[config.mk]
export PLATFORM = sky130hd
export DESIGN_NAME = skid_stage
export DESIGN_NICKNAME = d
export VERILOG_FILES = /design/src/rtl/pipe_pkg.sv /design/src/rtl/mux2.sv /design/src/rtl/skid_stage.sv
export SDC_FILE = /design/constraint.sdc
export NUM_CORES = 1
export LEC_CHECK = 0
export BUFFER_PORTS_ARGS = -buffer_cell sky130_fd_sc_hd__buf_2
export CAP_MARGIN = 10
export CORE_ASPECT_RATIO = 0.75
export CORE_MARGIN = 2
export CORE_UTILIZATION = 55
export CTS_CLUSTER_DIAMETER = 50
export DETAILED_ROUTE_END_ITERATION = 10
export GPL_TIMING_DRIVEN = 0
export PLACE_DENSITY_LB_ADDON = 0.05
export SLEW_MARGIN = 0
export SYNTH_ARGS = -nofsm -noshare
export SYNTH_HDL_FRONTEND = slang
export SYNTH_SLANG_ARGS = --single-unit
[constraint.sdc]
create_clock -name clk -period 4.7 [get_ports clk]
set_input_delay 0.94 -clock clk [delete_from_list [all_inputs] [get_ports clk]]
set_output_delay 0.94 -clock clk [all_outputs]
set_load 0.01 [all_outputs]
[src/rtl/pipe_pkg.sv]
// Shared pipeline types.
//   skid_state_t : occupancy of the skid stage (EMPTY = no word held,
//                  BUSY = one word in main, FULL = main and skid both held).
//                  Encoding 2'b11 is unused and recovers to EMPTY.
package pipe_pkg;

  typedef enum logic [1:0] {
    EMPTY = 2'b00,
    BUSY  = 2'b01,
    FULL  = 2'b10
  } skid_state_t;

endpackage

[src/rtl/mux2.sv]
// Two-input word multiplexer.
//   n  : word width
//   d0 : selected when s = 0
//   d1 : selected when s = 1
//   s  : select
//   y  : selected word
module mux2 #(
  parameter int unsigned n = 32
) (
  input  logic [n-1:0] d0,
  input  logic [n-1:0] d1,
  input  logic         s,
  output logic [n-1:0] y
);

  assign y = s ? d1 : d0;

endmodule

[src/rtl/skid_stage.sv]
// Elastic pipeline stage with a one-entry skid register.
// in_ready and out_valid come straight from flops, so no combinational
// path runs from out_ready back to in_ready. Full throughput under flow.
//   clk       : rising-edge clock
//   reset_n   : asynchronous active-low reset
//   flush     : synchronous squash of every held word
//   in_valid  / in_ready  / in_data  : upstream handshake and word
//   out_valid / out_ready / out_data : downstream handshake and word
module skid_stage
  import pipe_pkg::*;
#(
  parameter int unsigned n = 32
) (
  input  logic         clk,
  input  logic         reset_n,
  input  logic         flush,
  input  logic         in_valid,
  output logic         in_ready,
  input  logic [n-1:0] in_data,
  output logic         out_valid,
  input  logic         out_ready,
  output logic [n-1:0] out_data
);

  skid_state_t  state_q, state_d;
  logic [n-1:0] main_q, skid_q, main_src;
  logic         in_ready_q, out_valid_q;
  logic         xfer_in, xfer_out;
  logic         load_main, load_skid;

  assign xfer_in  = in_valid & in_ready_q;
  assign xfer_out = out_valid_q & out_ready;

  // Main register loads from the skid word only when draining FULL.
  mux2 #(.n(n)) u_main_sel (
    .d0 (in_data),
    .d1 (skid_q),
    .s  (state_q == FULL),
    .y  (main_src)
  );

  always_comb begin
    state_d   = state_q;
    load_main = 1'b0;
    load_skid = 1'b0;
    if (flush) begin
      state_d = EMPTY;
    end else begin
      case (state_q)
        EMPTY: begin
          if (xfer_in) begin
            load_main = 1'b1;
            state_d   = BUSY;
          end
        end
        BUSY: begin
          if (xfer_in && xfer_out) begin
            load_main = 1'b1;
          end else if (xfer_in) begin
            load_skid = 1'b1;
            state_d   = FULL;
          end else if (xfer_out) begin
            state_d = EMPTY;
          end
        end
        FULL: begin
          if (xfer_out) begin
            load_main = 1'b1;
            state_d   = BUSY;
          end
        end
        default: state_d = EMPTY;
      endcase
    end
  end

  // Handshake flags are registered from the next state so they match
  // the state register on every cycle.
  always_ff @(posedge clk or negedge reset_n) begin
    if (!reset_n) begin
      state_q     <= EMPTY;
      in_ready_q  <= 1'b1;
      out_valid_q <= 1'b0;
      main_q      <= '0;
      skid_q      <= '0;
    end else begin
      state_q     <= state_d;
      in_ready_q  <= (state_d != FULL);
      out_valid_q <= (state_d != EMPTY);
      if (load_main) main_q <= main_src;
      if (load_skid) skid_q <= in_data;
    end
  end

  assign in_ready  = in_ready_q;
  assign out_valid = out_valid_q;
  assign out_data  = main_q;

endmodule

; ---- Yosys cells after proc, flatten, opt, wreduce, memory -nomap -nowiden
; Index checks and enable logic that the tools add are counted.
[totals]
output_inout_bits = 34
elab_cells = 29
in_bits = 37
ff_bits = 68
[op_classes]
n_eq_ne = 3
muxes = 16
bitwise = 2
reduce_logical = 3
[op_table]
columns = op, count
row1 = $mux 32, 1
row2 = $mux 2, 6
row3 = $mux 1, 7
row4 = $pmux 2 s3, 1
row5 = $pmux 1 s3, 1
row6 = $and 1x1->1, 2
row7 = $eq 2x1->1 const B, 1
row8 = $eq 2x2->1 const B, 1
row9 = $logic_not 2->1, 1
row10 = $ne 2x2->1 const B, 1
row11 = $reduce_bool 2->1, 1
row12 = $logic_and 1x1->1, 1

; ---- Logic depth before layout (Yosys ltp)
[logic_depth]
depth_word = 7
mapped_depth = 4
depth_no_buf = 3

; ---- Cells and area by module
; Synthesis repeated with hierarchy kept, for this count alone.
[unflattened]
cells_unflattened = 192
area_unflattened_um2 = 3158.0
[modules_own_cells]
columns = mod, area_each_um2, instances, cells_per_inst, seq_area_each_um2
row1 = skid_stage, 2613.8, 1, 156, 1702.9
row2 = mux2, 544.3, 1, 36, 0.0

; ---- Least setup slack after synthesis
; No wires, ideal clock.
[synth_timing]
path_type = input port to flip-flop
startpoint = input port out_ready
endpoint = register main_q[13] (netlist: out_data[13])
cell_stages = 4
required_time_ps = 4575
setup_time_ps = 125
arrival_time_ps = 1902
n_path_buf = 1
path_slack_ps = 2673
path_cell_list = a2bb2oi_1 -> a211oi_4 -> buf_6 -> mux2_2
[synth_via]
elab_chain_len = 5
word_cells_on_any_way = 6
classes_between = 4 x mux / 1 x bitwise / 1 x reduce/logical
[synth_lines]
columns = item, line_no
row1 = "start, declared", skid_stage.sv:21  ; input logic out_ready,
row2 = $and 1x1->1 *, skid_stage.sv:32  ; assign xfer_out = out_valid_q & out_ready;
row3 = $logic_and 1x1->1, skid_stage.sv:57  ; if (xfer_in && xfer_out) begin
row4 = $mux 1, skid_stage.sv:57
row5 = $pmux 1 s3 *, skid_stage.sv:49  ; case (state_q)
row6 = $mux 1 *, skid_stage.sv:46  ; if (flush) begin
row7 = "end signal, assigned", skid_stage.sv:90  ; if (load_main) main_q <= main_src;
row8 = "end, declared", skid_stage.sv:26  ; logic [n-1:0] main_q, skid_q, main_src;
; Every way passes the cells marked *; elsewhere a longest branch is shown, timed or not.
; A chain may end at the register's enable or synchronous reset.

; ---- Final worst setup path
[layout_timing]
startpoint = register in_ready_q (netlist: in_ready)
endpoint = output port in_ready
[layout_lines]
columns = item, line_no
row1 = "start, declared", skid_stage.sv:27  ; logic in_ready_q, out_valid_q;
row2 = "start signal, assigned", skid_stage.sv:88  ; in_ready_q <= (state_d != FULL);
row3 = "end, declared", skid_stage.sv:18  ; output logic in_ready,
; No word-level cell between the ends.

==> results.md <==
Global route:
- Entering global routing, the biggest net connects 69 pins.
- The via count of the first global-routing pass is 1,756.
- The first global-routing pass estimated 8231 um of wire.
- Summed over all layers, the global routing overflow is 0.
- The total routing resource utilization after global routing is 0.1873.
- The number of antenna violations at the first check in global routing is 0.

Finish:
- The net count of the finished layout is 307.
- The layout overhead on the synthesized area is 20.24%.
- The fraction of final layout cells sized beyond drive strength 1 is 0.6996.
- The number of antenna diodes in the final layout is 0.
- The number of non-filler instances in the completed layout is 348.

Power:
- The share of total power dissipated in sequential elements is 0.508.
- The final total power is 1831 uW.
- Of the total power, combinational logic draws 0.275.
- Across the VDD grid, the largest voltage drop is 0.2841 mV.
- For this design the static power due to leakage is 0.001652 uW.
- Of the total power, the share spent switching nets is 0.2766.
- The power density normalized to cell area is slightly above 500 nW/um2.
- The power dissipated by switching net loads is between 500 and 600 uW.
- The internal power is about 1300 uW.
- Of the total power, the clock network draws 0.216.

Clocking:
- The number of gates resized after CTS was 0.
- In this run, CTS created clock tree buffers numbering 9.
- The root buffer cell is sky130_fd_sc_hd__clkbuf_8.
- The clock latency at the later pin of the worst-skew pair is approximately 0.33 ns.
- The number of buffers added for setup after CTS is 0.
- The clock edge transition at the registers on the reported setup and hold paths is 0.07 ns.
- In this run, post-CTS hold repair placed 0 buffers.
- The maximum buffer depth of the clock tree is 2.
- The clock net in this run drives a total of 68 sinks.
- TritonCTS built the clock tree.
- The maximum level of the CTS H-tree is 3.

Die:
- After floorplanning, the core was sized to cover 5295 um2.
- The number of ports placed on the die boundary is between 70 and 80.
- The floorplan has 23 rows.
- The area of the die is 6030 um2.
- From left edge to right edge, the die measures 89 um.
- The die is 67.75 um tall.
- The effective utilization at floorplan is 0.5629.

Synth:
- The mean instance size in the synthesized netlist is 15.77 um2.
- The yosys synthesis warning count is 0.
- After synthesis the netlist holds a flip-flop and latch count of 68.
- The synthesized netlist cell count is 189.
- The area of the mapped netlist is around 3000 um2.
- In this run, distinct cell masters in the synthesized netlist total 19.
- The number of nets handed over by synthesis was 226.
- The part of the Yosys area used for sequential elements is 0.5714.

Hold path:
- The launch instance of the worst min-delay path is out_data[27].
- The class of the tightest hold or removal check is register to register.

Setup path:
- The launch instance of the worst register-to-register path is state_q[0].
- The maximum fanout along the worst path is 3.
- The gate family responsible for the most delay along the worst path is flip-flops.
- The number of buffers and inverters on the critical path is 1.
- The slowest stage of the critical path is the sky130_fd_sc_hd__dfstp_2 cell.
- The startpoint of the most critical setup path is in_ready.
- STA classifies the critical path endpoint as an output port.
- Walking the worst path, the cells encountered are buf_2.
- The data arrival time at the worst-slack endpoint is 1.03 ns.
- The required time of the critical path is 3.76 ns.
- The stage delay of the slowest cell on the critical path is 0.56 ns.
- The sort of element at the start of the critical path is a register.
- The start-to-end type of the worst setup path is register to output port.
- The setup slack on the worst flop-to-flop path is 2.93 ns.

Routing:
- The routed via count divided by cell count is 5.060.
- For this run, design rule violations remaining after detail routing come to 0.
- The final layout contains routed wiring with a total length of 5053 um.
- The average wire per cell in the routed design is roughly 15 um.
- The count of nets left with antenna violations once routing finished came out at 0.
- The first TritonRoute pass finished after 4 iterations.
- Across all layers, the routed design uses 1,761 vias.
- The initial detailed-routing violation count is between 40 and 50.

Timing:
- Setup violations remaining at the end of the flow were counted as 0.
- In the final timing run, aggregate negative setup slack is 0 ns.
- In this run the tightest slew margin relative to its limit is 0.4384.
- The number of hold-slack violations in the final timing report came to 0.
- The max-slew violation total from the final report is 0.
- Static timing analysis puts the maximum clock frequency at 0.5076 GHz.
- Clock skew on the completed layout was measured at slightly above 0.007 ns.
- The share of the clock period used by the worst path is 0.4192.
- The worst-margin pin slew is 0.8424 ns.
- The final critical-path required period is 1.970 ns.
- Setup repair after global routing left no endpoint under its margin.

Placed design:
- The count of buffers added on input and output ports is 70.
- The HPWL after detailed placement is 3514 um.
- The placer congestion estimate is 0.7074.
- The placed instance count is about 330.

Status:
- The flow ran to the end, and the final reports show no timing, DRC or antenna violations.

Run:
- The tool flagged a number of max-cap violations equal to 0.
==> registers in the layout, indices dropped and copies added, names as in the netlist <==
name       cells
state_q        2
out_valid      1
skid_q        32
in_ready       1
out_data      32
==> worst paths after layout <==
path	cells after the start	end
max	1	in_ready
min	1	out_data[27]
max reg2reg	4	out_data[22]
min reg2reg	1	out_data[27]
max in group asynchronous	1	out_data[21]
min in group asynchronous	1	out_data[4]
==> cell families (layout without fill, tap and decap cells) <==
family / after synthesis / count (layout) / synth area share
flip-flops: 68 / 68 / 0.5714
AO/OA/AOI/OAI: 5 / 5 / 0.01553
buffers and inverters: 9 / 93 / 0.02141
multiplexers: 96 / 96 / 0.3665
AND/OR/NAND/NOR: 11 / 11 / 0.02519
==> Yosys cell counts <==
cell type | n | area [um2]
sky130_fd_sc_hd__a2bb2oi_1 | 1 | 8.760
sky130_fd_sc_hd__nand2b_1 | 1 | 6.260
sky130_fd_sc_hd__and2_1 | 2 | 12.51
sky130_fd_sc_hd__mux2_4 | 3 | 45.04
sky130_fd_sc_hd__mux2_2 | 93 | 1047
sky130_fd_sc_hd__dfstp_2 | 1 | 26.28
sky130_fd_sc_hd__buf_2 | 6 | 30.03
sky130_fd_sc_hd__nand2_1 | 3 | 11.26
sky130_fd_sc_hd__a211oi_4 | 1 | 20.02
sky130_fd_sc_hd__a21o_1 | 1 | 7.510
sky130_fd_sc_hd__nor2b_1 | 1 | 6.260
sky130_fd_sc_hd__nand3b_4 | 1 | 20.02
sky130_fd_sc_hd__o21ai_0 | 1 | 5.000
sky130_fd_sc_hd__nand4_1 | 1 | 6.260
sky130_fd_sc_hd__nand4b_1 | 1 | 8.760
sky130_fd_sc_hd__nor2_1 | 1 | 3.750
sky130_fd_sc_hd__buf_6 | 3 | 33.78
sky130_fd_sc_hd__a21oi_1 | 1 | 5.000
sky130_fd_sc_hd__dfrtp_1 | 67 | 1677
==> layer usage <==
metal,global-route usage,up-vias,wire [um]
met5,0,-,0
met4,0.08396,0,80
met1,0.2498,859,2414
li1,-,847,-
met2,0.2771,48,2324
met3,0.06601,7,233
==> final cells by class <==
type | instances | area [um2]
fill | 452 | 1712
multi-input combinational | 112 | 1214
timing repair buffer | 70 | 352.8
buffer | 9 | 63.81
tap | 75 | 93.84
clock buffer | 11 | 141.4
clock inverter | 3 | 15.01
sequential | 68 | 1703
==> layout by cell type, fill, tap and decap left out, drive strengths merged <==
cell type	netlist	final
mux2	96	96
buf	9	79
dfrtp	67	67
clkbuf	0	11
nand2	3	3
clkinv	0	3
and2	2	2
a2bb2oi	1	1
nand2b	1	1
nand3b	1	1
a21o	1	1
nor2	1	1
nand4b	1	1
o21ai	1	1
a21oi	1	1
nor2b	1	1
a211oi	1	1
nand4	1	1
dfstp	1	1
==> stage by stage <==
step,hold slack (ns),util,setup slack [ns],instance area (um2)
2_1_floorplan,0.4736,-,2.673,2980
3_3_place_gp,0.4810,0.6467,2.347,3425
3_5_place_dp,0.4873,0.6472,2.425,3427
4_1_cts,0.5050,0.6767,2.702,3583
5_1_grt,0.5124,0.6767,2.683,3583
6_report,0.5007,0.6767,2.730,3583
==> power by group through the flow <==
stage | Sequential, uW | Combinational (uW) | Clock (uW)
3_3_place_gp | 928 | 501 | 0
4_1_cts | 931 | 514 | 412
6_report | 930 | 504 | 396
3_5_place_dp | 940 | 513 | 0
2_1_floorplan | 973 | 286 | 0
5_1_grt | 962 | 555 | 435
No activity file was read; power rests on OpenSTA's default activity.
